--- src/rtl/alu16.sv ---
// alu16: 16-bit execute-stage ALU with registered result and zero flag.
// The operation comes straight from alu_op (ADD/SUB/AND), or, when
// alu_op = 2'b11, from a one-hot R-type func field. Multi-hot func values
// resolve to the lowest set bit.
// Optional build macro ALU_FLAGS_EN adds registered carry, overflow and
// negative outputs.
module alu16 #(
    parameter int WIDTH = 16
) (
    input  logic             clk,
    input  logic             rst_n,
    input  logic             en,
    input  logic [WIDTH-1:0] a,
    input  logic [WIDTH-1:0] b,
    input  logic [1:0]       alu_op,
    input  logic [7:0]       func,
    output logic [WIDTH-1:0] result,
    output logic             zero
`ifdef ALU_FLAGS_EN
    ,
    output logic             carry,
    output logic             overflow,
    output logic             negative
`endif
);

    localparam int MSB = WIDTH - 1;

    // Resolved operation, after the alu_op and func decode.
    typedef enum logic [2:0] {
        K_MOV,
        K_ADD,
        K_SUB,
        K_AND,
        K_OR,
        K_NOT,
        K_NOP,
        K_ZERO
    } kind_e;

    kind_e            kind;
    logic [WIDTH-1:0] add_res;
    logic [WIDTH-1:0] sub_res;
    logic [WIDTH-1:0] nxt_result;

`ifdef ALU_FLAGS_EN
    logic add_c;
    logic sub_c;
    logic add_v;
    logic sub_v;
    logic nxt_carry;
    logic nxt_ovf;

    // Keep the carry out so it can become the flag. SUB is a + ~b + 1, so
    // its carry out is the no-borrow flag.
    assign {add_c, add_res} = {1'b0, a} + {1'b0, b};
    assign {sub_c, sub_res} = {1'b0, a} + {1'b0, ~b} + (WIDTH+1)'(1);

    // Signed overflow: the operand signs allow it, and the result sign
    // differs from the sign of a.
    assign add_v = (a[MSB] == b[MSB]) && (add_res[MSB] != a[MSB]);
    assign sub_v = (a[MSB] != b[MSB]) && (sub_res[MSB] != a[MSB]);
`else
    assign add_res = a + b;
    assign sub_res = a + ~b + WIDTH'(1);
`endif

    // Decode alu_op and func into a single operation.
    // func is a priority encoder from bit 0. Zero and reserved produce 0.
    always_comb begin
        // NOTE: default assignment first so every path assigns kind and no latch is inferred.
        kind = K_ZERO;
        case (alu_op)
            2'b00: kind = K_ADD;
            2'b01: kind = K_SUB;
            2'b10: kind = K_AND;
            default: begin
                casez (func)
                    8'b???????1: kind = K_MOV;
                    8'b??????10: kind = K_ADD;
                    8'b?????100: kind = K_SUB;
                    8'b????1000: kind = K_AND;
                    8'b???10000: kind = K_OR;
                    8'b??100000: kind = K_NOT;
                    8'b?1000000: kind = K_NOP;
                    default:     kind = K_ZERO;
                endcase
            end
        endcase
    end

    // Result mux for the value to be captured.
    always_comb begin
        nxt_result = '0;
        case (kind)
            K_MOV:   nxt_result = b;
            K_ADD:   nxt_result = add_res;
            K_SUB:   nxt_result = sub_res;
            K_AND:   nxt_result = a & b;
            K_OR:    nxt_result = a | b;
            K_NOT:   nxt_result = ~b;
            default: nxt_result = '0;
        endcase
    end

`ifdef ALU_FLAGS_EN
    // Carry and overflow are meaningful only for ADD and SUB. They are
    // cleared for every other operation.
    always_comb begin
        nxt_carry = 1'b0;
        nxt_ovf   = 1'b0;
        if (kind == K_ADD) begin
            nxt_carry = add_c;
            nxt_ovf   = add_v;
        end else if (kind == K_SUB) begin
            nxt_carry = sub_c;
            nxt_ovf   = sub_v;
        end
    end
`endif

    // Output registers. They capture on en unless the operation is NOP.
    // zero is derived from the same value that is loaded into result.
    always_ff @(posedge clk or negedge rst_n) begin
        if (!rst_n) begin
            // NOTE: non-blocking assignments for all state, so every register samples pre-edge values.
            result   <= '0;
            zero     <= 1'b1;
`ifdef ALU_FLAGS_EN
            carry    <= 1'b0;
            overflow <= 1'b0;
            negative <= 1'b0;
`endif
        end else if (en && (kind != K_NOP)) begin
            result   <= nxt_result;
            zero     <= (nxt_result == '0);
`ifdef ALU_FLAGS_EN
            carry    <= nxt_carry;
            overflow <= nxt_ovf;
            negative <= nxt_result[MSB];
`endif
        end
    end

endmodule

--- config.mk ---
export PLATFORM = sky130hd
export DESIGN_NAME = alu16
export DESIGN_NICKNAME = d
export VERILOG_FILES = /design/src/rtl/alu16.sv
export SDC_FILE = /design/constraint.sdc
export NUM_CORES = 1
export LEC_CHECK = 0
export ABC_AREA = 1
export CELL_PAD_IN_SITES_DETAIL_PLACEMENT = 1
export CELL_PAD_IN_SITES_GLOBAL_PLACEMENT = 1
export CORE_ASPECT_RATIO = 0.6
export CORE_MARGIN = 3
export CORE_UTILIZATION = 41
export DETAILED_ROUTE_END_ITERATION = 6
export MAX_ROUTING_LAYER = met4
export PLACE_DENSITY = 0.95
export SKIP_CTS_REPAIR_TIMING = 1
export SLEW_MARGIN = 20
export SYNTH_ARGS = -nofsm -noshare
export SYNTH_HDL_FRONTEND = slang
export SYNTH_SLANG_ARGS = --single-unit
--- constraint.sdc ---
create_clock -name clk -period 1.2 [get_ports clk]
set_clock_uncertainty 0.1 [all_clocks]
set_input_delay 0.18 -clock clk [delete_from_list [all_inputs] [get_ports clk]]
set_output_delay 0.18 -clock clk [all_outputs]
set_load 0.02 [all_outputs]
==> reports/results.txt, run 1 <==
Status: aborted with a tool error
Stopped at: 3_5_place_dp
Err: [ERROR DPL-0033] detailed placement checks failed during check placement.
DIE HEIGHT: 81.5 µm
Detailed-placement wirelength estimate: 20800 µm
Syn avg cell area: 5.74 µm²
Number of flops mapped to enable cells by yosys: 0
Async SR Flop Fraction: 100%
Post-synthesis sequential area ratio: 10.9%
Register bit total from synthesis: 17
Starting Density: 43.9%
Yosys cell types: 35
Commonest register cell after synthesis: dfrtp_1
Boundary Pins: 62
Die width: 132 µm
Port-buffer cells: 60
Num rows: 26
Routability cong.: 1.07
Yosys warnings: 0
Cells after synthesis: 679
Post-Syn Area: 3900 µm²
Post-synth net total: 782
## cell usage after synthesis (6+ instances only)
cell     instances  area, µm²
inv_1          106        398
o21ai_0         14       70.1
nor2_1          86        323
nand4_1         30        188
nand2_1        182        683
dfrtp_1         16        400
a31oi_1          7       43.8
ha_1            56        701
inv_2            6       22.5
nand3_1         86        430
buf_2           18       90.1
a21oi_1         26        130
## cell families after synthesis
group,after synthesis,share of synthesized area (%)
and+or+nand+nor,407,46.4
adders and majority gates,58,19.0
xor gates and xnor gates,7,1.57
AOI/OAI and AO/OA,52,7.06
buffers and inverters,138,15.1
DFF,17,10.9
## stage by stage
| stage | cell area (µm²) | hold WS, ns | cells |
|---|---|---|---|
| after global placement | 6010 | 0.374 | 1010 |
| after floorplan | 4110 | -0.216 | 679 |
==> run 2: changes to the inputs <==
CELL_PAD_IN_SITES_DETAIL_PLACEMENT = unset   (was 1)
CELL_PAD_IN_SITES_GLOBAL_PLACEMENT = unset   (was 1)
CORE_ASPECT_RATIO = unset   (was 0.6)
CORE_UTILIZATION = 40   (was 41)
MAX_ROUTING_LAYER = unset   (was met4)
PLACE_DENSITY = unset   (was 0.95)
PLACE_DENSITY_LB_ADDON = 0.15   (was unset)
==> run 2 against run 1 <==
Net effect: synthesized cell count is the same; the flow now finishes, with violations (negative setup slack); area after synthesis unchanged.
==> reports/results.txt, run 2 <==
Post-synthesis mux area share: 0% (unchanged)
GRT overflow: 0
Post-Syn Area: 3900 µm² (unchanged)
Highest clock rate: 0.472 GHz
Post-Route WL: 17200 µm
Largest net degree at the start of global routing: 15
Crit path kind: in -> reg
Register area: 427 µm²
DR vias: 5505
Main combinational cell family by area after synthesis: simple AND/OR/NAND/NOR gates
Yosys top cell by area: ha_1
Most common cell in the netlist: nand2_1
Clk sinks: 17
Compound-Gate Fraction of Synth Area: 7.06% (unchanged)
Nets: 1025
Num rows: 35 (+35%)
Routed Antenna Nets: 0
DIE HEIGHT: 105 µm (+28%)
CTS Buf Count: 3
Syn avg cell area: 5.74 µm² (unchanged)
Worst VDD drop: 0.563 mV
Die Footprint: 11000 µm²
First-pass GRT wire length: 24400 µm
Post-synthesis sequential area ratio: 10.9% (unchanged)
Status: complete, but fails checks
TritonCTS clock tree: built
Number of flops mapped to enable cells by yosys: 0 (unchanged)
Crit path max fanout: 3
Pwr/cell area: 692 nW/µm²
DR vias/cell: 5.24
Synth top area cells: ha_1, nand2_1, nand3_1, dfrtp_1, inv_1
Final period util: 177%
Residual DRC count: 0
Adder-cell share of the synthesized area: 19.0% (unchanged)
Synth top area share: 18.0% (unchanged)
Worst Setup Start Kind: input port
Longest Clk Path Bufs: 2
Clock-pin transition on the worst setup and hold timing paths: 0.07 ns
Area growth from synthesis to layout: 90.2%
Multi-input gate area: 3920 µm²
Detailed-placement wirelength estimate: 12600 µm (-39%)
Initial antenna violation count: 0
Post-synth net total: 782 (unchanged)
Post-synthesis xor/xnor area fraction: 1.57% (unchanged)
Async SR Flop Fraction: 100% (unchanged)
Layout cell share with drive strength beyond 1: 51.1%
Clock root cell: clkbuf_8
Post-Synth Simple-Gate Area: 46.4% (unchanged)
Drt first-iter violations: 361
Crit path time final: 2.12 ns
Final design utilization: 79.2%
Die width: 105 µm (-21%)
Yosys warnings: 0 (unchanged)
Filler Cell Count: 693
Failing checks: negative setup slack
Boundary Pins: 62 (unchanged)
Yosys cell types: 35 (unchanged)
Data required time of the critical path: 1.30 ns
Core Footprint: 9370 µm²
Fin Setup TNS: -11.80 ns
Worst-Margin Slew: 0.310 ns
Vias in the first global route: 5259
Routability cong.: 0.961 (-10%)
Hold WC Path Type: in -> async
Worst Path Arrival: 2.22 ns
Slew headroom: 79.3%
Diode count: 0
Min setup slack post-route: -0.921 ns
Final setup viols: 17
Max FFs per register: 16
Worst skew pair latency: 0.25 ns
Max-Cap Viols: 0
Final hold vios: 0
# H-tree levels: 1
Commonest register cell after synthesis: dfrtp_1
Commonest non-fill, non-tap cell in the layout: buf_4
Total Routing Usage GR: 26.8%
TritonRoute pass-1 iters: 4
Drt wl/cell: 16.4 µm
Register bit total from synthesis: 17 (unchanged)
Largest reg by FF count: result
Biggest regs: result (16), zero (1)
Starting Density: 41.6% (-2.3 points)
LEAKAGE: 0.00408 µW
Commonest non-fill, non-tap cells in the layout: buf_4, nand2_1, inv_1, nand3_1, dlymetal6s2s_1
Port-buffer cells: 60 (unchanged)
Cells after synthesis: 679 (unchanged)
Top cells by count, synth: nand2_1, inv_1, nand3_1, nor2_1, ha_1
Slew Viols, Final: 0
Worst setup EP type: flop
RSZ-0062 raised after global routing: true
run 2: path summary, 6_finish.rpt:
| path | from | end | slack (ns) | depth (start not counted) |
|---|---|---|---|---|
| worst max-delay path | a[0] | zero | -0.92 | 18 |
| worst min-delay path | rst_n | result[11] | 0.08 | 1 |
| worst max register to register | result[15] | result[15] | 0.27 | 3 |
| worst min register to register | zero | zero | 0.38 | 2 |
| max in group asynchronous | rst_n | result[4] | 0.49 | 2 |
| min in group clk | zero | zero | 0.38 | 2 |
run 2: per-layer routing:
layer  GRT usage, %  vias to the layer above  wire length [µm]
met5              0                        -                 0
met2           49.2                      224              8930
li1               -                     2649                 -
met1           31.7                     2568              6670
met3           3.40                       64               819
met4           9.93                        0               823
run 2: cells by family (layout without fill, tap and decap cells):
group                    count (synthesis)  count (layout)
AND/OR/NAND/NOR                        407             407
buffers and inverters                  138             380
adder cells (fa/ha/maj)                 58              58
AO/OA/AOI/OAI                           52              52
flip-flops                              17              17
XOR/XNOR                                 7               7
run 2: area by class of cell:
type                       count  area share [%]
timing repair buffer         263            32.0
multi-input combinational    524            52.8
inverter                     113            6.66
sequential                    17            5.75
clock buffer                   4           0.607
tap                          129            2.18
run 2: worst max-delay path, cell delays in order:
cell,delay (ns)
buf_6,0.09
buf_8,0.12
inv_12,0.04
ha_4,0.12
inv_4,0.04
fa_2,0.41
buf_4,0.15
buf_4,0.13
xnor2_2,0.12
nand4_1,0.08
nand2_1,0.08
nor2_2,0.14
nand2_1,0.09
nor2_2,0.12
nand2_1,0.08
nor2_1,0.10
nand2_1,0.06
nand2_1,0.07
run 2: metrics by stage:
step	setup WS [ns]	std cells	cell area, µm²	hold WS (ns)	power (µW)
floorplan	-0.659	679	4110	-0.216	2250
global placement	-1.67	1014	5960	0.336	3740
detailed placement	-1.69	1014	5960	0.345	3770
CTS	-1.44	1018	6000	0.0733	4210
global route	-1.05	1050	7420	0.0947	5450
finish	-0.921	1050	7420	0.0773	5130
run 2: power by group:
part           switching (µW)  total, µW  internal [µW]
Sequential               68.5        748            680
Clock                     207        443            236
Combinational            2080       3940           1860
Total                    2360       5130           2780
(Power assumes the default switching activity.)
